File: config.mk
export PLATFORM = sky130hd
export DESIGN_NAME = vga_timing_gen
export DESIGN_NICKNAME = d
export VERILOG_FILES = /design/src/rtl/vga_timing_pkg.sv /design/src/rtl/vga_pix_en_div.sv /design/src/rtl/vga_timing_gen.sv
export SDC_FILE = /design/constraint.sdc
export NUM_CORES = 1
export LEC_CHECK = 0
export ABC_CLOCK_PERIOD_IN_PS = 3260
export CELL_PAD_IN_SITES_DETAIL_PLACEMENT = 0
export CELL_PAD_IN_SITES_GLOBAL_PLACEMENT = 2
export CORE_MARGIN = 2
export CORE_UTILIZATION = 31
export CTS_BUF_LIST = sky130_fd_sc_hd__clkbuf_8
export DETAILED_ROUTE_END_ITERATION = 6
export GPL_TIMING_DRIVEN = 0
export PLACE_DENSITY_LB_ADDON = 0.08
export SLEW_MARGIN = 0
export SYNTH_ARGS = -nofsm -noshare
export SYNTH_HDL_FRONTEND = slang
export SYNTH_HIERARCHICAL = 1
export SYNTH_SLANG_ARGS = --single-unit
File: constraint.sdc
create_clock -name clk -period 3.26 [get_ports clk]
set_input_delay 0.326 -clock clk [delete_from_list [all_inputs] [get_ports clk]]
set_output_delay 0.326 -clock clk [all_outputs]
set_load 0.005 [all_outputs]
File: src/rtl/vga_timing_pkg.sv
// vga_timing_pkg: default 640x480@60 timing, counter width and FSM state encodings.
package vga_timing_pkg;
  localparam int CW = 10;
  localparam int DEF_CLK_DIV = 4;
  localparam int DEF_H_SYNC = 96;
  localparam int DEF_H_BP = 48;
  localparam int DEF_H_ACT = 640;
  localparam int DEF_H_FP = 16;
  localparam int DEF_V_SYNC = 2;
  localparam int DEF_V_BP = 33;
  localparam int DEF_V_ACT = 480;
  localparam int DEF_V_FP = 10;
  localparam int H_TOTAL = DEF_H_SYNC + DEF_H_BP + DEF_H_ACT + DEF_H_FP;
  localparam int V_TOTAL = DEF_V_SYNC + DEF_V_BP + DEF_V_ACT + DEF_V_FP;
  typedef logic [1:0] state_t;
  localparam state_t S_IDLE = 2'd0;
  localparam state_t S_RUN = 2'd1;
  localparam state_t S_STOP_PEND = 2'd2;
  function automatic int span(input int a, input int b, input int c, input int d);
    return a + b + c + d;
  endfunction
endpackage

File: src/rtl/vga_pix_en_div.sv
// vga_pix_en_div: free-running divider giving a registered 1-clk pixel strobe every CLK_DIV clocks.
module vga_pix_en_div #(
  parameter int CLK_DIV = 4
) (
  input  logic clk,
  input  logic rst_n,
  output logic pix_en
);
  localparam int DW = CLK_DIV > 1 ? $clog2(CLK_DIV) : 1;
  logic [DW-1:0] cnt_q, cnt_d;
  logic pix_en_q, pix_en_d;
  always_comb begin
    cnt_d = cnt_q == DW'(CLK_DIV - 1) ? '0 : cnt_q + DW'(1);
    pix_en_d = cnt_d == DW'(CLK_DIV - 1);
  end
  always_ff @(posedge clk or negedge rst_n) begin
    if (!rst_n) begin
      cnt_q <= '0;
      pix_en_q <= 1'b0;
    end else begin
      cnt_q <= cnt_d;
      pix_en_q <= pix_en_d;
    end
  end
  assign pix_en = pix_en_q;
endmodule

File: src/rtl/vga_timing_gen.sv
// vga_timing_gen: free-running VGA raster counters with run/stop FSM and zero-latency registered timing outputs.
module vga_timing_gen
  import vga_timing_pkg::*;
#(
  parameter int   CLK_DIV  = DEF_CLK_DIV,
  parameter int   H_SYNC   = DEF_H_SYNC,
  parameter int   H_BP     = DEF_H_BP,
  parameter int   H_ACT    = DEF_H_ACT,
  parameter int   H_FP     = DEF_H_FP,
  parameter int   V_SYNC   = DEF_V_SYNC,
  parameter int   V_BP     = DEF_V_BP,
  parameter int   V_ACT    = DEF_V_ACT,
  parameter int   V_FP     = DEF_V_FP,
  parameter logic SYNC_POL = 1'b0
) (
  input  logic          clk,
  input  logic          rst_n,
  input  logic          run,
  output logic [CW-1:0] horiz_c,
  output logic [CW-1:0] vert_c,
  output logic          pix_en,
  output logic          hsync,
  output logic          vsync,
  output logic          de,
  output logic [CW-1:0] pix_x,
  output logic [CW-1:0] pix_y,
  output logic          line_start,
  output logic          frame_start,
  output logic          running
);
  localparam int H_TOT = span(H_SYNC, H_BP, H_ACT, H_FP);
  localparam int V_TOT = span(V_SYNC, V_BP, V_ACT, V_FP);
  localparam int H_A0 = H_SYNC + H_BP;
  localparam int H_A1 = H_A0 + H_ACT;
  localparam int V_A0 = V_SYNC + V_BP;
  localparam int V_A1 = V_A0 + V_ACT;
  state_t state_q, state_d;
  logic [CW-1:0] h_q, h_d, v_q, v_d, pix_x_q, pix_x_d, pix_y_q, pix_y_d;
  logic hsync_q, hsync_d, vsync_q, vsync_d, de_q, de_d;
  logic line_q, line_d, frame_q, frame_d, running_q, running_d;
  logic pe, h_last, v_last, stop, adv;
  vga_pix_en_div #(.CLK_DIV(CLK_DIV)) u_div (.clk(clk), .rst_n(rst_n), .pix_en(pe));
  // Outputs decode the next count so they line up with the counters they describe.
  always_comb begin
    h_last = h_q == CW'(H_TOT - 1);
    v_last = v_q == CW'(V_TOT - 1);
    stop = !run && pe && h_last && v_last;
    state_d = state_q == S_IDLE ? ((pe && run) ? S_RUN : S_IDLE)
            : run ? S_RUN : stop ? S_IDLE : S_STOP_PEND;
    adv = pe && state_q != S_IDLE;
    h_d = !adv ? h_q : h_last ? '0 : h_q + CW'(1);
    v_d = (!adv || !h_last) ? v_q : v_last ? '0 : v_q + CW'(1);
    running_d = state_d != S_IDLE;
    de_d = running_d && h_d >= CW'(H_A0) && h_d < CW'(H_A1) && v_d >= CW'(V_A0) && v_d < CW'(V_A1);
    hsync_d = (running_d && h_d < CW'(H_SYNC)) ? SYNC_POL : ~SYNC_POL;
    vsync_d = (running_d && v_d < CW'(V_SYNC)) ? SYNC_POL : ~SYNC_POL;
    pix_x_d = de_d ? h_d - CW'(H_A0) : '0;
    pix_y_d = de_d ? v_d - CW'(V_A0) : '0;
    line_d = pe && running_d && h_d == '0;
    frame_d = line_d && v_d == '0;
  end
  always_ff @(posedge clk or negedge rst_n) begin
    if (!rst_n) begin
      state_q <= S_IDLE;
      h_q <= '0;
      v_q <= '0;
      hsync_q <= ~SYNC_POL;
      vsync_q <= ~SYNC_POL;
      de_q <= 1'b0;
      pix_x_q <= '0;
      pix_y_q <= '0;
      line_q <= 1'b0;
      frame_q <= 1'b0;
      running_q <= 1'b0;
    end else begin
      state_q <= state_d;
      h_q <= h_d;
      v_q <= v_d;
      hsync_q <= hsync_d;
      vsync_q <= vsync_d;
      de_q <= de_d;
      pix_x_q <= pix_x_d;
      pix_y_q <= pix_y_d;
      line_q <= line_d;
      frame_q <= frame_d;
      running_q <= running_d;
    end
  end
  assign horiz_c = h_q;
  assign vert_c = v_q;
  assign pix_en = pe;
  assign hsync = hsync_q;
  assign vsync = vsync_q;
  assign de = de_q;
  assign pix_x = pix_x_q;
  assign pix_y = pix_y_q;
  assign line_start = line_q;
  assign frame_start = frame_q;
  assign running = running_q;
endmodule

==> impl_metrics.json <==
{
  "synth_area_leaders": "dfrtp_1 46%, ha_1 4.7%, a211oi_1 4.5%",
  "p_per_area_nw_per_um2": 327,
  "ant_nets": 0,
  "cts_max_path_buffers": 2,
  "slew_violations": 0,
  "async_reset_ff_share_pct": 100,
  "holdCritPathClass": "in2async",
  "utilization_pct": 45.3,
  "slew_headroom_pct": 48.4,
  "first_pass_iters": 4,
  "drc_errors": 0,
  "ys.flop_type": "dfrtp_1",
  "place_ws_ns": -0.614,
  "p_int_mw": 0.890,
  "finalHoldViolCount": 0,
  "yosys.cell_types.count": 53,
  "rsz0062_at_grt": "yes",
  "p_leak_nw": 1.60,
  "cts.sinks": 51,
  "grt_use_total_pct": 15.4,
  "slowest_delay_ns": 0.59,
  "synth_area_per_cell_um2": 10.6,
  "startpoint_type": "flip-flop",
  "ios": 50,
  "cts_tree": "yes",
  "start_util_pct": 32.3,
  "timing.final.crit_period_ns": 3.20,
  "layout.nets": 343,
  "status": "finished clean",
  "vias_per_cell": 5.03,
  "clk_latency_ns": 0.31,
  "htreeDepth": 2,
  "drive_above_1_share_pct": 25.4,
  "ys_ff_latch": 51,
  "synth_edf_count": 0,
  "crit_required_ns": 3.45,
  "rows": 33,
  "r2r_cells": 8,
  "antenna_found_initial": 0,
  "place_congestion": 0.754,
  "grt_pass1_wl_um": 11600,
  "grt_start_max_net_pins": 32,
  "cpMaxStageDelayCell": "or4b_4",
  "min_period_over_period_pct": 98.3,
  "crit_arrival_ns": 3.39,
  "totalWireLength_um": 7150,
  "yosysSeqAreaShare_pct": 47.7,
  "syn_inst": 253,
  "whs_ns": 0.0892,
  "peakVddDrop_uv": 143,
  "gr-total-overflow": 0,
  "swShare_pct": 27.7,
  "path_common_cell": "or3_4",
  "synth_top_area_share_pct": 45.8,
  "worst_slew_pin_slew_ns": 0.774,
  "root_buffer": "clkbuf_8",
  "diodes": 0,
  "seqPwrFrac_pct": 57.4,
  "setup_viol_count_final": 0,
  "path_cells": "or4b_4 -> or4_4 -> or3_4 -> xnor2_4 -> or3_4 -> o21bai_4 -> buf_8 -> a211oi_1",
  "area_growth_pct": 40.4,
  "ys_warn_count": 6,
  "io_buffers": 49,
  "max_cap_viol_count": 0,
  "core_area_um2": 8300,
  "setup_slack_ns": 0.0560,
  "die_h_um": 97.0,
  "endpoint_kind": "flip-flop",
  "final_cell_mix": "48 x clkdlybuf4s50_1, 42 x dfrtp_1, 20 x inv_1, 20 x buf_4, 16 x nand2_1",
  "path_max_fanout": 10,
  "via_count": 2191,
  "dieArea_um2": 9400,
  "die_x_um": 97.0,
  "path_class": "reg2reg",
  "post_drt_wl_per_cell_um": 16.4,
  "max_freq_ghz": 0.312,
  "yosys.area.top_type": "dfrtp_1",
  "final_common_cell": "clkdlybuf4s50_1",
  "clkPwrFrac_pct": 29.0,
  "finalPower_mw": 1.23,
  "synthesis.area_um2": 2680,
  "clkTransAtPathRegs_ns": 0.10,
  "dp_cells": 408,
  "drt_iter0_drc": 96,
  "grt_pass1_vias": 2060,
  "numCtsBuffers": 5,
  "combPwrFrac_pct": 13.6,
  "p_sw_mw": 0.341,
  "fin_cells": 436,
  "synth_nets": 266,
  "clock_skew_ns": 0.0119,
  "dp_hpwl_um": 5090
}
==> Yosys cell counts (7+ instances only) <==
library cell	number
dfrtp_1	49
inv_1	20
a211oi_1	16
nand2_1	16
nor2_1	12
a21oi_1	11
o21ai_0	11
xnor2_1	11
ha_1	10
nand3_1	7
nor3_1	7
xor2_1	7
==> sequential cells by signal (all words and copies together), names as in the netlist <==
signal        flops
horiz_c          10
u_div/cnt_q       2
vsync             1
pix_y            10
vert_c           10
state_q           2
de                1
u_div/pix_en      1
hsync             1
frame_start       1
running           1
pix_x            10
line_start        1
==> power groups by stage <==
stage          Combinational (mW)  Sequential, mW  Clock (mW)
3_3_place_gp                0.160           0.715           0
2_1_floorplan              0.0759           0.706           0
6_report                    0.168           0.706       0.357
4_1_cts                     0.166           0.703       0.371
5_1_grt                     0.187           0.713       0.394
3_5_place_dp                0.164           0.715           0
==> path summary, 6_finish.rpt <==
path,start,slack (ns),to
worst max-delay path,horiz_c[6]$_DFF_PN0_,0.06,pix_x[6]$_DFF_PN0_
worst min-delay path,rst_n,0.09,pix_x[3]$_DFF_PN0_
worst max register to register,horiz_c[6]$_DFF_PN0_,0.06,pix_x[6]$_DFF_PN0_
worst min register to register,u_div/cnt_q[0]$_DFF_PN0_,0.46,u_div/cnt_q[0]$_DFF_PN0_
max in group asynchronous,rst_n,2.51,hsync$_DFF_PN1_
min in group clk,u_div/cnt_q[0]$_DFF_PN0_,0.46,u_div/cnt_q[0]$_DFF_PN0_
==> routing by layer <==
| metal | track usage (%) | wire (µm) |
|---|---|---|
| met2 | 21.2 | 2990 |
| met5 | 0 | 0 |
| met3 | 2.89 | 338 |
| met4 | 3.25 | 71 |
| met1 | 24.9 | 3750 |
==> per-stage QoR <==
step	cell area (µm²)	TNS [ns]
final	3760	0
after global routing	3760	-0.357
after CTS	3530	0
after detailed placement	3320	-11.28
after global placement	3300	-13.38
after floorplan	2680	0
==> cells by family (layout without fill, tap and decap cells) <==
logic type      Yosys count  count (layout)  share of synthesized area [%]
fa+ha+maj                10              10                           4.67
compound gates           68              68                           18.8
buf+inv                  30             108                           4.67
mux                       2               2                          0.794
xor+xnor                 19              19                           6.91
simple gates             73              73                           16.4
flops                    51              51                           47.7
==> area by class of cell <==
type | instances | area, µm²
multi-input combinational | 172 | 1430
sequential | 51 | 1290
fill | 803 | 4540
inverter | 20 | 75.1
clock inverter | 3 | 12.5
buffer | 9 | 87.6
tap | 105 | 131
clock buffer | 5 | 68.8
timing repair buffer | 71 | 672
==> what timing repair did <==
| item | CTS | global route |
|---|---|---|
| gates resized for setup | 26 | 27 |
| setup endpoints to repair | 21 | 21 |
| hold buffers | 0 | 0 |
| pin swaps | 2 | 13 |
| endpoints found under the hold margin | 0 | 0 |
| gates cloned | 1 | 0 |
| buffers inserted | 5 | 15 |
==> critical path, delay by kind of cell (launching register included) <==
family          cells  cell delay (ns)
xor+xnor            1             0.18
compound gates      2             0.33
buf+inv             1             0.18
simple gates        4             1.97
flops               1             0.42
(Power assumes the default switching activity.)
